==> src/rtl/fpu_seq_pkg.sv <==
// Shared definitions for the FPU operand sequencer: state encoding,
// result flag layout and rounding-mode codes.
package fpu_seq_pkg;

    typedef enum logic [2:0] {
        S_IDLE,
        S_FETCH,
        S_LOAD,
        S_BEGIN,
        S_WAIT,
        S_WRITE,
        S_CLEAR,
        S_DONE
    } seq_state_t;

    localparam int FLAG_TO  = 2;
    localparam int FLAG_OVF = 1;
    localparam int FLAG_UNF = 0;

    localparam logic [1:0] RM_NEAREST = 2'd0;
    localparam logic [1:0] RM_ZERO    = 2'd1;
    localparam logic [1:0] RM_POS     = 2'd2;
    localparam logic [1:0] RM_NEG     = 2'd3;

    function automatic logic [2:0] make_flags(input logic timeout,
                                              input logic ovf,
                                              input logic unf);
        logic [2:0] f;
        f           = '0;
        f[FLAG_TO]  = timeout;
        f[FLAG_OVF] = ovf;
        f[FLAG_UNF] = unf;
        return f;
    endfunction

endpackage

==> src/rtl/fpu_seq_timeout.sv <==
// Cycle counter for the FPU wait phase; a zero limit disables expiry.
// expired is asserted on the last allowed cycle while counting is enabled.
module fpu_seq_timeout #(
    parameter int TO_W = 16
) (
    input  logic            clk,
    input  logic            rst,
    input  logic            clear,
    input  logic            count_en,
    input  logic [TO_W-1:0] limit,
    output logic            expired
);

    logic [TO_W-1:0] count;

    always_ff @(posedge clk) begin
        if (rst || clear) begin
            count <= '0;
        end else if (count_en && !expired) begin
            count <= count + TO_W'(1);
        end
    end

    assign expired = count_en && (limit != '0) && (count == limit - TO_W'(1));

endmodule

==> src/rtl/fpu_vector_sequencer.sv <==
// Streams operand pairs from a synchronous vector RAM through an FPU unit
// (beg/ready/rst handshake) and writes each result word plus flags out.
module fpu_vector_sequencer
    import fpu_seq_pkg::*;
#(
    parameter int W      = 32,
    parameter int ADDR_W = 10,
    parameter int TO_W   = 16
) (
    input  logic              clk,
    input  logic              rst,
    input  logic              start,
    input  logic [ADDR_W:0]   num_vectors,
    input  logic [1:0]        round_mode_cfg,
    input  logic              sweep_en,
    input  logic [TO_W-1:0]   timeout_limit,
    output logic [ADDR_W-1:0] op_addr,
    input  logic [W-1:0]      op_a_data,
    input  logic [W-1:0]      op_b_data,
    output logic              dut_beg,
    output logic              dut_rst_fsm,
    output logic [W-1:0]      dut_x,
    output logic [W-1:0]      dut_y,
    output logic [1:0]        dut_round_mode,
    input  logic              dut_ready,
    input  logic [W-1:0]      dut_result,
    input  logic              dut_ovf,
    input  logic              dut_unf,
    output logic              res_we,
    output logic [ADDR_W+1:0] res_addr,
    output logic [W-1:0]      res_data,
    output logic [2:0]        res_flags,
    output logic              busy,
    output logic              done,
    output logic [ADDR_W+2:0] vec_count,
    output logic [ADDR_W+2:0] timeout_count
);

    localparam int IDX_W = ADDR_W + 1;
    localparam int CNT_W = ADDR_W + 3;

    seq_state_t        state;
    logic [IDX_W-1:0]  vec_idx;
    logic [IDX_W-1:0]  vec_next;
    logic [IDX_W-1:0]  nvec_q;
    logic [1:0]        mode;
    logic              sweep_q;
    logic              fresh;
    logic [TO_W-1:0]   limit_q;
    logic              to_expired;

    // One extra index bit so a full-memory batch compares before wrapping.
    assign vec_next = vec_idx + IDX_W'(1);

    fpu_seq_timeout #(
        .TO_W(TO_W)
    ) u_timeout (
        .clk      (clk),
        .rst      (rst),
        .clear    (state == S_BEGIN),
        .count_en (state == S_WAIT),
        .limit    (limit_q),
        .expired  (to_expired)
    );

    always_ff @(posedge clk) begin
        if (rst) begin
            state          <= S_IDLE;
            vec_idx        <= '0;
            nvec_q         <= '0;
            mode           <= RM_NEAREST;
            sweep_q        <= 1'b0;
            fresh          <= 1'b0;
            limit_q        <= '0;
            op_addr        <= '0;
            dut_beg        <= 1'b0;
            dut_rst_fsm    <= 1'b0;
            dut_x          <= '0;
            dut_y          <= '0;
            dut_round_mode <= RM_NEAREST;
            res_we         <= 1'b0;
            res_addr       <= '0;
            res_data       <= '0;
            res_flags      <= '0;
            busy           <= 1'b0;
            done           <= 1'b0;
            vec_count      <= '0;
            timeout_count  <= '0;
        end else begin
            res_we  <= 1'b0;
            done    <= 1'b0;
            dut_beg <= 1'b0;
            unique case (state)
                S_IDLE: begin
                    if (start) begin
                        nvec_q        <= num_vectors;
                        sweep_q       <= sweep_en;
                        limit_q       <= timeout_limit;
                        mode          <= sweep_en ? RM_NEAREST : round_mode_cfg;
                        vec_idx       <= '0;
                        op_addr       <= '0;
                        vec_count     <= '0;
                        timeout_count <= '0;
                        if (num_vectors == '0) begin
                            done  <= 1'b1;
                            state <= S_DONE;
                        end else begin
                            busy  <= 1'b1;
                            state <= S_FETCH;
                        end
                    end
                end
                S_FETCH: begin
                    fresh <= 1'b1;
                    state <= S_LOAD;
                end
                // Sweep passes re-enter here with fresh=0 and keep the held operands.
                S_LOAD: begin
                    if (fresh) begin
                        dut_x <= op_a_data;
                        dut_y <= op_b_data;
                    end
                    fresh          <= 1'b0;
                    dut_round_mode <= mode;
                    dut_beg        <= 1'b1;
                    state          <= S_BEGIN;
                end
                S_BEGIN: begin
                    state <= S_WAIT;
                end
                S_WAIT: begin
                    if (dut_ready || to_expired) begin
                        res_we    <= 1'b1;
                        res_addr  <= sweep_q ? {vec_idx[ADDR_W-1:0], mode}
                                             : {2'b00, vec_idx[ADDR_W-1:0]};
                        vec_count <= vec_count + CNT_W'(1);
                        state     <= S_WRITE;
                    end
                    if (dut_ready) begin
                        res_data  <= dut_result;
                        res_flags <= make_flags(1'b0, dut_ovf, dut_unf);
                    end else if (to_expired) begin
                        res_data      <= '0;
                        res_flags     <= make_flags(1'b1, 1'b0, 1'b0);
                        timeout_count <= timeout_count + CNT_W'(1);
                    end
                end
                S_WRITE: begin
                    dut_rst_fsm <= 1'b1;
                    state       <= S_CLEAR;
                end
                S_CLEAR: begin
                    if (!dut_ready) begin
                        dut_rst_fsm <= 1'b0;
                        if (sweep_q && (mode != RM_NEG)) begin
                            mode  <= mode + 2'd1;
                            state <= S_LOAD;
                        end else if (vec_next == nvec_q) begin
                            busy  <= 1'b0;
                            done  <= 1'b1;
                            state <= S_DONE;
                        end else begin
                            vec_idx <= vec_next;
                            op_addr <= vec_next[ADDR_W-1:0];
                            mode    <= sweep_q ? RM_NEAREST : mode;
                            state   <= S_FETCH;
                        end
                    end
                end
                S_DONE: begin
                    state <= S_IDLE;
                end
                default: begin
                    state <= S_IDLE;
                end
            endcase
        end
    end

endmodule

==> config.mk <==
export PLATFORM = sky130hd
export DESIGN_NAME = fpu_vector_sequencer
export DESIGN_NICKNAME = d
export VERILOG_FILES = /design/src/rtl/fpu_seq_pkg.sv /design/src/rtl/fpu_seq_timeout.sv /design/src/rtl/fpu_vector_sequencer.sv
export SDC_FILE = /design/constraint.sdc
export NUM_CORES = 1
export LEC_CHECK = 0
export CORE_MARGIN = 2
export CORE_UTILIZATION = 47
export DETAILED_ROUTE_END_ITERATION = 12
export GPL_TIMING_DRIVEN = 0
export PLACE_DENSITY = 0.79
export SYNTH_ARGS = -nofsm -noshare
export SYNTH_HDL_FRONTEND = slang
export SYNTH_HIERARCHICAL = 1
export SYNTH_SLANG_ARGS = --single-unit
==> constraint.sdc <==
create_clock -name clk -period 4.24 [get_ports clk]
set_input_delay 0.636 -clock clk [delete_from_list [all_inputs] [get_ports clk]]
set_output_delay 0.636 -clock clk [all_outputs]
set_load 0.005 [all_outputs]
# Word level (Yosys, flattened, before mapping)

Cells that the tools add are included.

Bitwise gates (word level): 1
Equal/unequal tests: 21
Shift-type cells: 0
Magnitude comparators: 0
Div/mod/pow operators: 0
Mux-type cells: 52
Multipliers: 0
Reduce and logical (&&, ||, !) cells: 27
Add/subtract/negate cells: 6

Operators with widths:

| kind                                               | count |
|---|---|
| two-way mux 32 bit                                 | 2 |
| two-way mux 13 bit                                 | 4 |
| case mux 13 bit (2 select lines)                   | 2 |
| two-way mux 11 bit                                 | 4 |
| two-way mux 10 bit                                 | 4 |
| adder 13 x 1 -> 13 bit, second input constant      | 2 |
| two-way mux 3 bit                                  | 8 |
| case mux 3 bit (8 select lines)                    | 1 |
| case mux 11 bit (2 select lines)                   | 1 |
| != test 2 bit, second input constant               | 10 |
| case mux 10 bit (2 select lines)                   | 1 |
| adder 16 x 1 -> 16 bit, second input constant      | 1 |
| == test 16 bit                                     | 1 |
| nonzero test 16 bit                                | 1 |
| subtractor 16 x 1 -> 16 bit, second input constant | 1 |
| two-way mux 1 bit                                  | 13 |
| == test 3 bit, second input constant               | 4 |
| two-way mux 12 bit                                 | 1 |
| two-way mux 2 bit                                  | 6 |
| adder 11 x 1 -> 11 bit, second input constant      | 1 |
| == test 11 bit                                     | 1 |
| logical NOT 11 bit                                 | 1 |
| AND reduction 2 bit                                | 5 |
| AND reduction 5 bit                                | 2 |
| other kinds (16)                                   | 30 |

Logic and storage cells: 129
Bits in writable memories: 0
Bits of input ports: 132
Register bits after elaboration: 215
Output and inout bits: 154
Latch bits: 0
Memory bits (read-only): 0
Memories kept: 0

# Depth between registers and ports, before layout

Gate-level depths: netlist of run 1.

Depth in word-level cells: 6
Depth in mapped cells: 15
Gate-level depth less buffers: 15

# Hierarchy

The synthesis of run 1 kept the hierarchy.

Modules (own cells, without submodules):

| module               | sequential area each (um^2) | instances | cells an instance | area each (um^2) |
|---|---|---|---|---|
| fpu_vector_sequencer | 3783.6                      | 1         | 933               | 7591.0 |
| fpu_seq_timeout      | 320.3                       | 1         | 184               | 1517.7 |

# Worst setup path before layout of run 1

Ideal clock, no wire load.

Path type: reg2reg
From: reg limit_q[0]
To: reg timeout_count[12]
Stages on the path, launching flop included: 15
Library setup time: 0.070 ns
Slack: 0.709 ns
Required time: 4.170 ns
Arrival: 3.462 ns
Path buffers: 1
Clock period less this slack: 3.531 ns
Cell sequence: dfxtp_1 -> or4_1 -> buf_6 -> or3_1 -> o211ai_1 -> o21ai_0 -> a2111oi_0 -> nand4b_1 -> nor3_1 -> nand2b_1 -> o21ai_0 -> and3_1 -> nand2b_1 -> or3_1 -> a21oi_1

Word-level cells in the longest chain between the ends: 5
Elaborated cells between the ends (all ways): 7
Classes of those cells: add/sub: 1; eq/ne: 2; reduce/logical: 4

Ends and longest elaborated chain:

| element                                                                   | RTL line                    | RTL |
|---|---|---|
| start: declaration                                                        | fpu_vector_sequencer.sv:49  | `logic [TO_W-1:0] limit_q;` |
| start signal: assignment                                                  | fpu_vector_sequencer.sv:98  | `limit_q <= timeout_limit;` |
| subtractor 16 x 1 -> 16 bit / nonzero test 16 bit (equally long branches) | fpu_seq_timeout.sv:24       | `assign expired = count_en && (limit != '0) && (count == limit - TO_W'(1));` |
| == test 16 bit / logical AND 1 bit (equally long branches)                | fpu_seq_timeout.sv:24       |  |
| logical AND 1 bit (*)                                                     | fpu_seq_timeout.sv:24       |  |
| named net to_expired                                                      | fpu_vector_sequencer.sv:50  | `logic to_expired;` |
| != test 2 bit (no line) (*)                                               | --                          |  |
| AND reduction 4 bit (no line) (*)                                         | --                          |  |
| end signal: assignment                                                    | fpu_vector_sequencer.sv:145 | `timeout_count <= timeout_count + CNT_W'(1);` |
| end: declaration                                                          | fpu_vector_sequencer.sv:36  | `output logic [ADDR_W+2:0] timeout_count` |

The timed path passes the listed nets; every way through them passes the cells marked *.
A chain may end at the register's enable or synchronous reset.

# Final worst setup path of run 1

Ends and elaborated chain as after synthesis.

==> run metrics, run 1 <==
Routed Wire Length 28600 um; max_cap viols 0; Startpoint Class register; Synth area leader dfxtp_1; RD Place Congestion 0.886; final number of setup-violating endpoints 0; Critical Path RT 4.68 ns; Syn Inst Count 1117; multiplexer share of the synthesized area 1.91%; ANT nets after route 0; Yosys warning total 6; clock tree buffer depth 3; first-pass GRT wire length 44900 um; largest net degree at the start of global routing 13; asr flop ratio synth 0%; post-DR vias/cell 5.37; # DRC 0; final setup TNS 0 ns; crit path max fanout 6; WS Path Type reg2reg; # rows 50; DR pass1 iterations 5; Worst EP arrival 4.44 ns; setup slack, reg-to-reg 0.24 ns; minimum clock period 4.00 ns; Die Area 0.0205 mm^2; CTS root buffer clkbuf_16; fraction of layout cells with a size suffix above 1 5.40%; sequential share of the synthesized area 45.1%; Adder-Cell Fraction of Synth Area 0.824%; DR WL/cell 16.8 um; worst skew pair latency 0.51 ns; Synth Area in Compound Gates 17.9%; Max VDD drop 0.000269 V; All-Layer GR Usage 27.2%; Initial Util 48.4%; die height 143 um; Final Hold Viols 0; headroom to the max-slew limit 47.6%; PwrDens 353 mW/mm^2; Port Buf Inserts 284; Netlist Area Pre-Place 0.00911 mm^2; die width 143 um; Fill cells 1537; largest family of logic cells by synthesized area simple AND/OR/NAND/NOR gates; largest cells by area after synthesis dfxtp_1, nand2_1, a21oi_1; Post-synth EDFFs 0; DP Wirelength 21400 um; Post-Synth Simple-Gate Area 24.6%; Area growth syn-to-layout 42.8%; met3 GRT Util 8.99%; leakage 4.52 nW; post-synth top area share 45.1%; Setup Skew 0.0155 ns; GR Util met1 33.5%; Avg Inst Size Synth 8.15 um^2; Tcrit/Tclk final 94.4%; CTS tree done; CTS clk-pin slew, worst paths 0.06 ns; count of unique library cells instantiated by Yosys 63; vias in the first global route 8821; cts bufs inserted 23; met2 Use GR 45.3%; gr ovfl total 0; fin. max-slew vios 0; clock sink total 205; Core ar. 0.0188 mm^2; worst min path class reg2reg; outcome complete, no violations; Post-Syn Nets 1255; Post-Synth XOR/XNOR Area 4.62%; total number of vias 9149; synthesized flop and latch total 205; Final nets 1566; initial antenna violation count 2; H-tree Lvls 1; ys flop type dfxtp_1; Final Util 69.1%; Crit. End Element register; Max Freq 0.250 GHz; Worst-Margin Slew 0.779 ns; DRT iter0 DRCs 570; I/O pin count 286; gr busiest metal met2; RSZ-0062 raised after global routing no
-- through the flow --
step           hold slack (ns)  total power, W  cell area (um^2)  setup WS (ns)  cells
2_1_floorplan            0.448         0.00247              9110          0.709   1117
3_3_place_gp             0.442         0.00274             12300         0.0822   1661
3_5_place_dp             0.447         0.00276             12300        0.00961   1661
4_1_cts                  0.453         0.00460             13000          0.138   1702
5_1_grt                  0.465         0.00476             13000        0.00813   1705
6_report                 0.451         0.00459             13000          0.237   1705
-- registers in the layout, summed over array words and instances (netlist names), 9 cells and up --
register	flops
u_timeout/count	16
dut_y	32
timeout_count	13
res_data	32
nvec_q	11
limit_q	16
dut_x	32
op_addr	9
res_addr	12
vec_count	13
-- routing by layer --
metal / wire (um) / up-vias
li1: - / 4510
met5: 13 / -
met1: 11700 / 4302
met4: 669 / 2
met3: 2580 / 49
met2: 13600 / 286
-- kinds of logic after synthesis --
logic type / Yosys count
simple gates: 477
flops: 205
fa+ha+maj: 6
xor+xnor: 48
buf+inv: 106
mux: 17
compound gates: 258
-- final timing paths --
kind                      from                end  depth (start not counted)
setup / recovery    limit_q[0]  timeout_count[12]                         14
hold / removal    res_addr[11]       res_addr[11]                          2
setup reg to reg    limit_q[0]  timeout_count[12]                         14
hold reg to reg   res_addr[11]       res_addr[11]                          2
-- final cells by class --
type                       instances  area [um^2]  area share (%)
antenna                            1         2.50          0.0192
tap                              260          325            2.50
timing repair buffer             286         2860            22.0
clock inverter                     6         30.0           0.231
sequential                       205         4100            31.6
buffer                            88          399            3.07
multi-input combinational        806         4550            35.0
clock buffer                      35          671            5.16
inverter                          18         67.6           0.519
-- cell usage in the layout, fill, tap and decap left out, types with 12 or more instances in the layout --
cell type	instances
clkdlybuf4s50_1	284
nand4_1	13
inv_1	18
buf_4	15
or3_1	18
nand2_1	221
nor3_1	15
a22oi_1	37
a21oi_1	129
or4_1	15
clkbuf_16	23
xor2_1	36
o21ai_0	13
dfxtp_1	205
o31ai_1	18
and3_1	12
clkbuf_1	73
xnor2_1	12
a211oi_1	12
nand3_1	35
nor2_1	96
mux2i_1	14
-- worst max-delay path, stage by stage (launching register included) --
cell,delay (ns)
dfxtp_1,0.36
or4_1,0.53
buf_6,0.16
or3_1,0.34
o211ai_1,0.26
o21ai_0,0.14
a2111oi_0,0.33
nand4b_1,0.23
nor3_4,0.32
nand2b_1,0.13
o21ai_1,0.22
and3_1,0.26
nand2b_1,0.14
or3_1,0.37
a21oi_1,0.14
-- synthesized netlist by cell type, types with 3 or more instances --
library cell and number:
nand2_1 221, dfxtp_1 205, a21oi_1 129, nor2_1 96, clkbuf_1 66, a22oi_1 37, xor2_1 36, nand3_1 35
inv_1 18, o31ai_1 18, or3_1 18, nor3_1 16, o21ai_0 15, or4_1 15, mux2i_1 14, buf_4 13
nand4_1 13, a211oi_1 12, and3_1 12, xnor2_1 12, a31oi_1 9, o211ai_1 9, nand3b_1 8, nor4_1 8
nand2b_1 7, ha_1 6, nor2b_1 5, and2_1 4, buf_2 4, o21ai_1 4, buf_1 3, mux2_2 3
nor4_4 3, or2_2 3
-- report_power, final --
group | leakage, nW | internal, W | switching (W)
registers | 1.66 | 0.00199 | 0.0000590
logic | 2.51 | 0.000316 | 0.000370
clock network | 0.351 | 0.00109 | 0.000770
-- what timing repair did --
action,CTS,global route
pin swaps,0,1
setup endpoints to repair,4,10
resized for setup,1,3
buffers inserted,0,2
hold buffers,0,0
(Power assumes the default switching activity.)
==> run 2: changes to the inputs <==
- PLACE_DENSITY: 0.79 -> 0.78
- SYNTH_HIERARCHICAL: 1 -> default
==> run 2 against run 1 <==
Against the previous run: register-to-register slack better by 0.24 ns; non-clock buffer count increased by 6; first-iteration DRC count fell by 11%; synthesized area up 2.5%; synthesized cell count is 5.6% higher; final area up 1.9%; clock skew shrank 0.0096 ns; clock power grew 5%; power fell by 1.3%; flip-flop and latch count unchanged; hold slack better by 0.0020 ns; critical endpoint is now vec_count[8]; largest cell class unchanged.
==> run metrics, run 2 <==
fraction of layout cells with a size suffix above 1 5.06%; Final nets 1626; DR pass1 iterations 5; WS Path Type reg2reg; placed cell area 0.0125 mm^2; CP delay by family, top simple AND/OR/NAND/NOR gates; CP peak stage delay 0.73 ns; RSZ-0062 raised after global routing no; # hold bufs at CTS 0; leakage 4.60 nW; reg2reg start limit_q[0]; asr flop ratio synth 0%; most instantiated library cell after synthesis nand2_1; PwrDens 342 mW/mm^2; CTS clk-pin slew, worst paths 0.06 ns; first-pass GRT wire length 48200 um; Post-synth EDFFs 0; Port Buf Inserts 284; crit path max fanout 8; Synth area leader dfxtp_1; slowest CP cell nor4_2; die height 145 um; DR WL/cell 16.9 um; headroom to the max-slew limit 47.5%; Fill cells 1634; dpl cells 1728; Crit. End Element register; clock sink total 205; Reg2Reg Depth 11; Area growth syn-to-layout 41.9%; Tcrit/Tclk final 88.6%; outcome complete, no violations; Worst EP arrival 4.19 ns; worst skew pair latency 0.51 ns; Avg Inst Size Synth 7.92 um^2; top post-synthesis cells by count nand2_1, dfxtp_1, a21oi_1; Die Area 0.0210 mm^2; worst-path cell chain inv_1, ha_1, or4b_2, clkbuf_1, nor3_1, o211ai_1, o311a_1, nor4_2, a21oi_2, or3_1, a21oi_1; ANT nets after route 0; largest cells by area after synthesis dfxtp_1, nand2_1, a21oi_1; clock tree buffer depth 3; non-filler cells, final 1768; H-tree Lvls 1; worst path bufs/invs 2; hold path startpoint dut_x[17]; Hold Crit Endpoint dut_x[17]; final setup TNS 0 ns; DRT iter0 DRCs 509; cts bufs inserted 23; Setup Skew 0.00594 ns; most common cell after layout, fill and taps aside clkdlybuf4s50_1; minimum clock period 3.76 ns; worst min path class reg2reg; All-Layer GR Usage 27.7%; initial antenna violation count 0; # DRC 0; reg2reg end vec_count[8]; Yosys warning total 0; Initial Util 48.0%; # rows 51; Netlist Area Pre-Place 0.00933 mm^2; final setup margin 0.482 ns; I/O pin count 286; Post-CTS Setup Inserts 0; setup slack, reg-to-reg 0.48 ns; RD Place Congestion 0.924; Startpoint Class register; CTS tree done; die width 145 um; Final Hold Viols 0; PostCTS Resize Cnt 0; most frequent cells in the layout clkdlybuf4s50_1, nand2_1, dfxtp_1; total number of vias 9778; post-route cell area 0.0132 mm^2; antenna cell count 0; Worst-Margin Slew 0.781 ns; final number of setup-violating endpoints 0; ys flop type dfxtp_1; Critical Path RT 4.67 ns; CTS root buffer clkbuf_16; largest net degree at the start of global routing 13; Routed Wire Length 29900 um; Max Freq 0.266 GHz; biggest regs dut_x (32), dut_y (32), res_data (32); Core ar. 0.0195 mm^2; Post-Syn Nets 1317; count of unique library cells instantiated by Yosys 74; Max VDD drop 0.000340 V; DP Wirelength 22100 um; synthesized flop and latch total 205; sequential share of the synthesized area 44.0%; vias in the first global route 9324; Hold Path Stages 2; post-DR vias/cell 5.53; max_cap viols 0; gr ovfl total 0; post-synth top area share 44.0%; pre-CTS setup slack 0.412 ns; Syn Inst Count 1179; fin. max-slew vios 0; Hold Worst Slack 0.453 ns
-- run 2: worst reg2reg max path, cell delays in order (launching register included) --
cell,delay (ns)
dfxtp_1,0.39
inv_1,0.09
ha_1,0.32
or4b_2,0.61
clkbuf_1,0.21
nor3_1,0.17
o211ai_1,0.11
o311a_1,0.20
nor4_2,0.73
a21oi_2,0.30
or3_1,0.41
a21oi_1,0.14
-- run 2: cells by family after synthesis --
kind of cell    synth area share [%]
compound gates                  18.3
flops                           44.0
simple gates                    26.1
buf+inv                         5.35
xor+xnor                        3.15
fa+ha+maj                      0.804
mux                             2.36
-- run 2: worst max path at each step --
| stage | startpoint | endpoint | slack (ns) | cells after the start |
|---|---|---|---|---|
| finish | limit_q[0] | vec_count[8] | 0.48 | 11 |
| global route | limit_q[0] | vec_count[8] | 0.21 | 11 |
| CTS | limit_q[0] | vec_count[8] | 0.54 | 11 |
| detailed placement | dut_ready | timeout_count[11] | 0.41 | 10 |
| global placement | dut_ready | timeout_count[11] | 0.42 | 10 |
| floorplan | limit_q[0] | timeout_count[2] | 1.09 | 13 |
-- run 2: report_power, final --
| part | internal (W) | switching [W] |
|---|---|---|
| clock | 0.00118 | 0.000780 |
| sequential | 0.00197 | 0.0000415 |
| combinational | 0.000269 | 0.000293 |
-- run 2: layout make-up --
class	instances	area [um^2]	area share (%)
plain buffers	96	439	3.32
flip-flops and latches	205	4100	31.0
inverters	16	60.1	0.453
multi-input cells	862	4730	35.7
clock buffers	35	691	5.21
clock inverters	5	50.0	0.378
well taps	265	332	2.50
repair buffers	284	2840	21.5
-- run 2: routing by layer --
metal,wire [um],part of all wire [%],vias up,track usage [%]
met2,14400,48,404,47.6
met3,2380,7.9,93,6.79
met1,11800,39,4555,33.2
met5,0,0,-,0
li1,-,-,4726,-
met4,1320,4.4,0,11.0
-- run 2: metrics by stage --
stage / total power (W) / util (%)
after floorplan: 0.00235 / -
after global placement: 0.00260 / 64.3
after detailed placement: 0.00261 / 64.3
after CTS: 0.00455 / 68.1
after global routing: 0.00469 / 68.1
final: 0.00453 / 68.1
